==> config.mk <==
export PLATFORM = sky130hd
export DESIGN_NAME = i2s_dac_transmitter_flat
export DESIGN_NICKNAME = d
export VERILOG_FILES = /design/src/rtl/i2s_dac_transmitter_if.sv /design/src/rtl/i2s_dac_transmitter.sv /design/src/flat_wrapper.sv
export SDC_FILE = /design/constraint.sdc
export NUM_CORES = 1
export LEC_CHECK = 0
export CORE_ASPECT_RATIO = 0.5
export CORE_MARGIN = 2
export CORE_UTILIZATION = 55
export CTS_CLUSTER_SIZE = 28
export DETAILED_ROUTE_END_ITERATION = 10
export GPL_TIMING_DRIVEN = 0
export MAX_ROUTING_LAYER = met4
export PLACE_DENSITY_LB_ADDON = 0.15
export SYNTH_ARGS = -nofsm -noshare
export SYNTH_HDL_FRONTEND = slang
export SYNTH_SLANG_ARGS = --single-unit
==> constraint.sdc <==
create_clock -name clock -period 2.2 [get_ports clock]
set_input_delay 0.44 -clock clock [delete_from_list [all_inputs] [get_ports clock]]
set_output_delay 0.44 -clock clock [all_outputs]
set_load 0.01 [all_outputs]
==> src/rtl/i2s_dac_transmitter_if.sv <==
// i2s_dac_transmitter_if: sample handshake between the waveform mux and the I2S transmitter
// sample_in    : WIDTH-bit two's complement sample, driven by the upstream mux
// sample_valid : sample_in is valid this cycle
// sample_ready : transmitter holding register is empty
interface i2s_dac_transmitter_if #(parameter int WIDTH = 24);
  logic [WIDTH-1:0] sample_in;
  logic             sample_valid;
  logic             sample_ready;
  modport master (output sample_in, sample_valid, input sample_ready);
  modport slave  (input sample_in, sample_valid, output sample_ready);
endinterface

==> src/rtl/i2s_dac_transmitter.sv <==
// i2s_dac_transmitter: I2S master that sends one mono sample per frame on both channels
// clock       : system clock
// clear_n     : asynchronous active-low reset
// up          : sample handshake (slave side), one-entry holding register
// bclk        : bit clock, BCLK_HALF system clocks per half period
// lrclk       : word select, 0 = left, 1 = right
// sdata       : serial data, MSB one BCLK after the lrclk edge
// frame_start : pulse in the cycle a new frame word is loaded
// underrun    : pulse with frame_start when no new sample was held
module i2s_dac_transmitter #(
  parameter int WIDTH     = 24,
  parameter int SLOT      = 32,
  parameter int BCLK_HALF = 9
) (
  input  logic                   clock,
  input  logic                   clear_n,
  i2s_dac_transmitter_if.slave   up,
  output logic                   bclk,
  output logic                   lrclk,
  output logic                   sdata,
  output logic                   frame_start,
  output logic                   underrun
);
  localparam int DW = $clog2(BCLK_HALF);
  localparam int BW = $clog2(2 * SLOT);
  localparam int PW = $clog2(SLOT);
  logic [DW-1:0]    div_cnt;
  logic [BW-1:0]    bit_cnt, nxt_bit;
  logic [PW-1:0]    p;
  logic [SLOT-1:0]  slot;
  logic [WIDTH-1:0] hold_reg, frame_word;
  logic             hold_full, tick, fall, wrap, xfer;
  always_comb begin
    tick    = div_cnt == DW'(BCLK_HALF - 1);
    fall    = tick && bclk;
    wrap    = fall && bit_cnt == BW'(2 * SLOT - 1);
    nxt_bit = (bit_cnt == BW'(2 * SLOT - 1)) ? '0 : bit_cnt + 1'b1;
    p       = PW'(nxt_bit % BW'(SLOT));
    // slot image: a leading zero bit (p = 0), the word MSB first, then zero padding
    slot    = SLOT'({1'b0, frame_word}) << (SLOT - 1 - WIDTH);
    xfer    = up.sample_valid && !hold_full;
  end
  assign up.sample_ready = ~hold_full;
  assign frame_start     = wrap;
  assign underrun        = wrap && !hold_full;
  always_ff @(posedge clock or negedge clear_n) begin
    if (!clear_n) begin
      div_cnt    <= '0;
      bclk       <= 1'b0;
      bit_cnt    <= BW'(2 * SLOT - 1);
      lrclk      <= 1'b1;
      sdata      <= 1'b0;
      hold_full  <= 1'b0;
      hold_reg   <= '0;
      frame_word <= '0;
    end else begin
      div_cnt <= tick ? '0 : div_cnt + 1'b1;
      if (tick) bclk <= ~bclk;
      if (fall) begin
        bit_cnt <= nxt_bit;
        lrclk   <= nxt_bit >= BW'(SLOT);
        sdata   <= slot[PW'(SLOT - 1) - p];
      end
      if (wrap && hold_full) frame_word <= hold_reg;
      // ready is ~hold_full, so a transfer and a consuming load never share an edge
      if (xfer) begin
        hold_reg  <= up.sample_in;
        hold_full <= 1'b1;
      end else if (wrap) hold_full <= 1'b0;
    end
  end
endmodule

==> src/flat_wrapper.sv <==
// flat-port wrapper written by rule: the top's interface ports become plain ports
module i2s_dac_transmitter_flat 
#(
  parameter int WIDTH     = 24,
  parameter int SLOT      = 32,
  parameter int BCLK_HALF = 9
)
  (clock, clear_n, bclk, lrclk, sdata, frame_start, underrun, up_sample_in, up_sample_valid, up_sample_ready);
  i2s_dac_transmitter_if #(.WIDTH(WIDTH)) up_i ();
  input  logic clock;
  input  logic clear_n;
  output logic bclk;
  output logic lrclk;
  output logic sdata;
  output logic frame_start;
  output logic underrun;
  input wire logic [$bits(up_i.sample_in)-1:0] up_sample_in;
  input wire logic [$bits(up_i.sample_valid)-1:0] up_sample_valid;
  output wire logic [$bits(up_i.sample_ready)-1:0] up_sample_ready;
  assign up_i.sample_in = up_sample_in;
  assign up_i.sample_valid = up_sample_valid;
  assign up_sample_ready = up_i.sample_ready;
  i2s_dac_transmitter #(.WIDTH(WIDTH), .SLOT(SLOT), .BCLK_HALF(BCLK_HALF)) u_core (.clock(clock), .clear_n(clear_n), .up(up_i), .bclk(bclk), .lrclk(lrclk), .sdata(sdata), .frame_start(frame_start), .underrun(underrun));
endmodule
==> flow_summary.json <==
{
  "synth_area_um2": 2870,
  "synth-edff-count": 0,
  "cts_buffers": 9,
  "grt_usage_pct": 21.1,
  "final_util_pct": 72.5,
  "p_per_area_nw_per_um2": 640,
  "drc": 0,
  "area_growth_pct": 25.7,
  "cts_tree": "built",
  "max_freq_mhz": 468,
  "cpPeakStageDelay_ps": 570,
  "syn_inst": 216,
  "die_width_um": 106,
  "clk_pin_slew_ps": 70,
  "place_ws_ps": -406,
  "clk_latency_ps": 340,
  "wl_per_cell_um": 16.1,
  "synth_seq_cells": 62,
  "h-tree-depth": 3,
  "die-area_um2": 5850,
  "slew_headroom_pct": 61.9,
  "root_buffer": "clkbuf_8",
  "die-height_um": 55.1,
  "core_um2": 4980,
  "yosys_warnings": 0,
  "p_total_mw": 2.31,
  "cp.arrival_ps": 1700,
  "ir_worst_vdd_v": 0.000486,
  "dp_hpwl_um": 3590,
  "slew_violations": 0,
  "num_io_pins": 33,
  "worst_pin_slew_ps": 571,
  "cp_slowest_cell": "dfstp_2",
  "path_class": "register to primary output",
  "maxCapViolations": 0,
  "grt_max_degree": 43,
  "synthesis.nets": 246,
  "drt_iter0_drc": 96,
  "finalSetupViolations": 0,
  "skew_ps": 7.22,
  "setup_ws_ps": 62.1,
  "status": "completed",
  "cts.sinks": 62,
  "seq_area_um2": 1560,
  "synthDistinctLibCells": 39,
  "numPortBuffers": 32,
  "end_kind": "primary output",
  "final_nets": 298,
  "cts_hold_buf": 0,
  "first_pass_iters": 4,
  "wl_um": 5540,
  "antenna_found_initial": 0,
  "async_flop_share_pct": 100,
  "start_util_pct": 57.7,
  "first_global_vias": 1793,
  "ant_nets": 0,
  "n_antenna_cell": 0,
  "synth_ff_type": "dfrtp_1",
  "fill_cells": 347,
  "hp-class": "primary input to async pin",
  "period_needed_ps": 2140,
  "layout_common_cells": "dfrtp_1 (55), mux2_2 (31), clkdlybuf4s50_1 (29)",
  "vias": 1848,
  "cp.required_ps": 1760,
  "grt_setup_unrepaired": "true",
  "gp_congestion": 0.897,
  "drive_gt1_share_pct": 39.9,
  "rows": 18,
  "worst-path-max-fanout": 4,
  "worst_setup_path_start_kind": "register",
  "crit_chain": "ha_4, and3_4, nand3_4, nor3_2, buf_2",
  "layout_commonest_cell": "dfrtp_1",
  "hold_violations": 0,
  "ys_seq_area_share_pct": 54.4,
  "cts_buffer_depth": 2,
  "timing.final.crit_share_pct": 97.2,
  "grt_first_pass_wirelength_um": 8760,
  "postSynthAreaPerCell_um2": 13.3,
  "whs_ps": 52.5,
  "grt_overflow": 0,
  "multiInputGateArea_um2": 1290,
  "avgViaCountPerCell": 5.39,
  "p_leak_nw": 1.61
}
## cell families after synthesis
kind of cell | after synthesis | synth area share [%]
mux | 54 | 23.7
fa+ha+maj | 3 | 1.31
xor+xnor | 9 | 2.75
compound gates | 22 | 5.80
simple gates | 50 | 8.67
flops | 62 | 54.4
buf+inv | 16 | 3.44
## per-stage QoR
step           TNS [ps]  area [um2]  std cells
2_1_floorplan         0        2870        216
3_3_place_gp     -71090        3280        318
3_5_place_dp      -4860        3290        319
4_1_cts               0        3540        339
5_1_grt           -17.1        3610        343
6_report              0        3610        343
## synth_stat cells (2+ instances only)
library cell | number | area share [%]
dfrtp_1 | 55 | 48
mux2_2 | 31 | 12
nand2_1 | 25 | 3.3
mux2_4 | 20 | 10
dfstp_2 | 7 | 6.4
nor2_1 | 6 | 0.78
xnor2_1 | 6 | 1.8
buf_6 | 5 | 2.0
clkbuf_1 | 5 | 0.65
inv_1 | 5 | 0.65
o21ai_0 | 5 | 0.87
nand3_1 | 4 | 0.70
nor2b_1 | 4 | 0.87
a221oi_1 | 3 | 0.92
ha_1 | 3 | 1.3
mux2i_1 | 3 | 1.0
xor2_1 | 3 | 0.92
a211oi_1 | 2 | 0.52
a211oi_2 | 2 | 0.87
a21oi_1 | 2 | 0.35
and2_1 | 2 | 0.44
## worst max-delay path, delay by kind of cell, from the launching register on
family	cells	cell delay (ps)
flops	1	570
simple gates	3	490
fa+ha+maj	1	150
buf+inv	1	150
## where the power goes
part	internal, mW	switching (mW)
clock network	0.518	0.436
logic	0.0851	0.0406
registers	1.20	0.0329
## per-layer routing
layer | vias up | track usage [%] | part of all wire [%]
li1 | 857 | - | -
met1 | 924 | 26.9 | 47
met2 | 58 | 32.1 | 46
met5 | - | - | 0
met4 | 0 | 7.89 | 1.8
met3 | 9 | 7.03 | 6.0
## layout make-up
type	count	area share (%)
Buffer	10	1.91
Clock buffer	10	3.54
Tap cell	70	2.43
Timing Repair Buffer	42	10.9
Clock inverter	6	1.73
Sequential cell	62	43.2
Multi-Input combinational cell	138	35.7
Inverter	5	0.520
## final timing paths
check | start | end | slack [ps] | depth (start not counted)
max | u_core.bit_cnt[0]$_DFFE_PN1N_ | underrun | 60 | 5
min | clear_n | u_core.div_cnt[2]$_DFF_PN0_ | 50 | 1
max in group asynchronous | clear_n | u_core.bit_cnt[3]$_DFFE_PN1N_ | 1510 | 2
min reg2reg | u_core.lrclk$_DFFE_PN1N_ | u_core.lrclk$_DFFE_PN1N_ | 490 | 2
max reg2reg | u_core.bit_cnt[0]$_DFFE_PN1N_ | u_core.sdata$_DFFE_PN0N_ | 90 | 8
min in group clock | u_core.lrclk$_DFFE_PN1N_ | u_core.lrclk$_DFFE_PN1N_ | 490 | 2
## what timing repair did
action,4_1_cts,5_1_grt
buffers inserted,4,5
gates resized for setup,16,7
setup endpoints to repair,22,3
gates cloned,0,0
pin swaps,3,3
(Power assumes the default switching activity.)
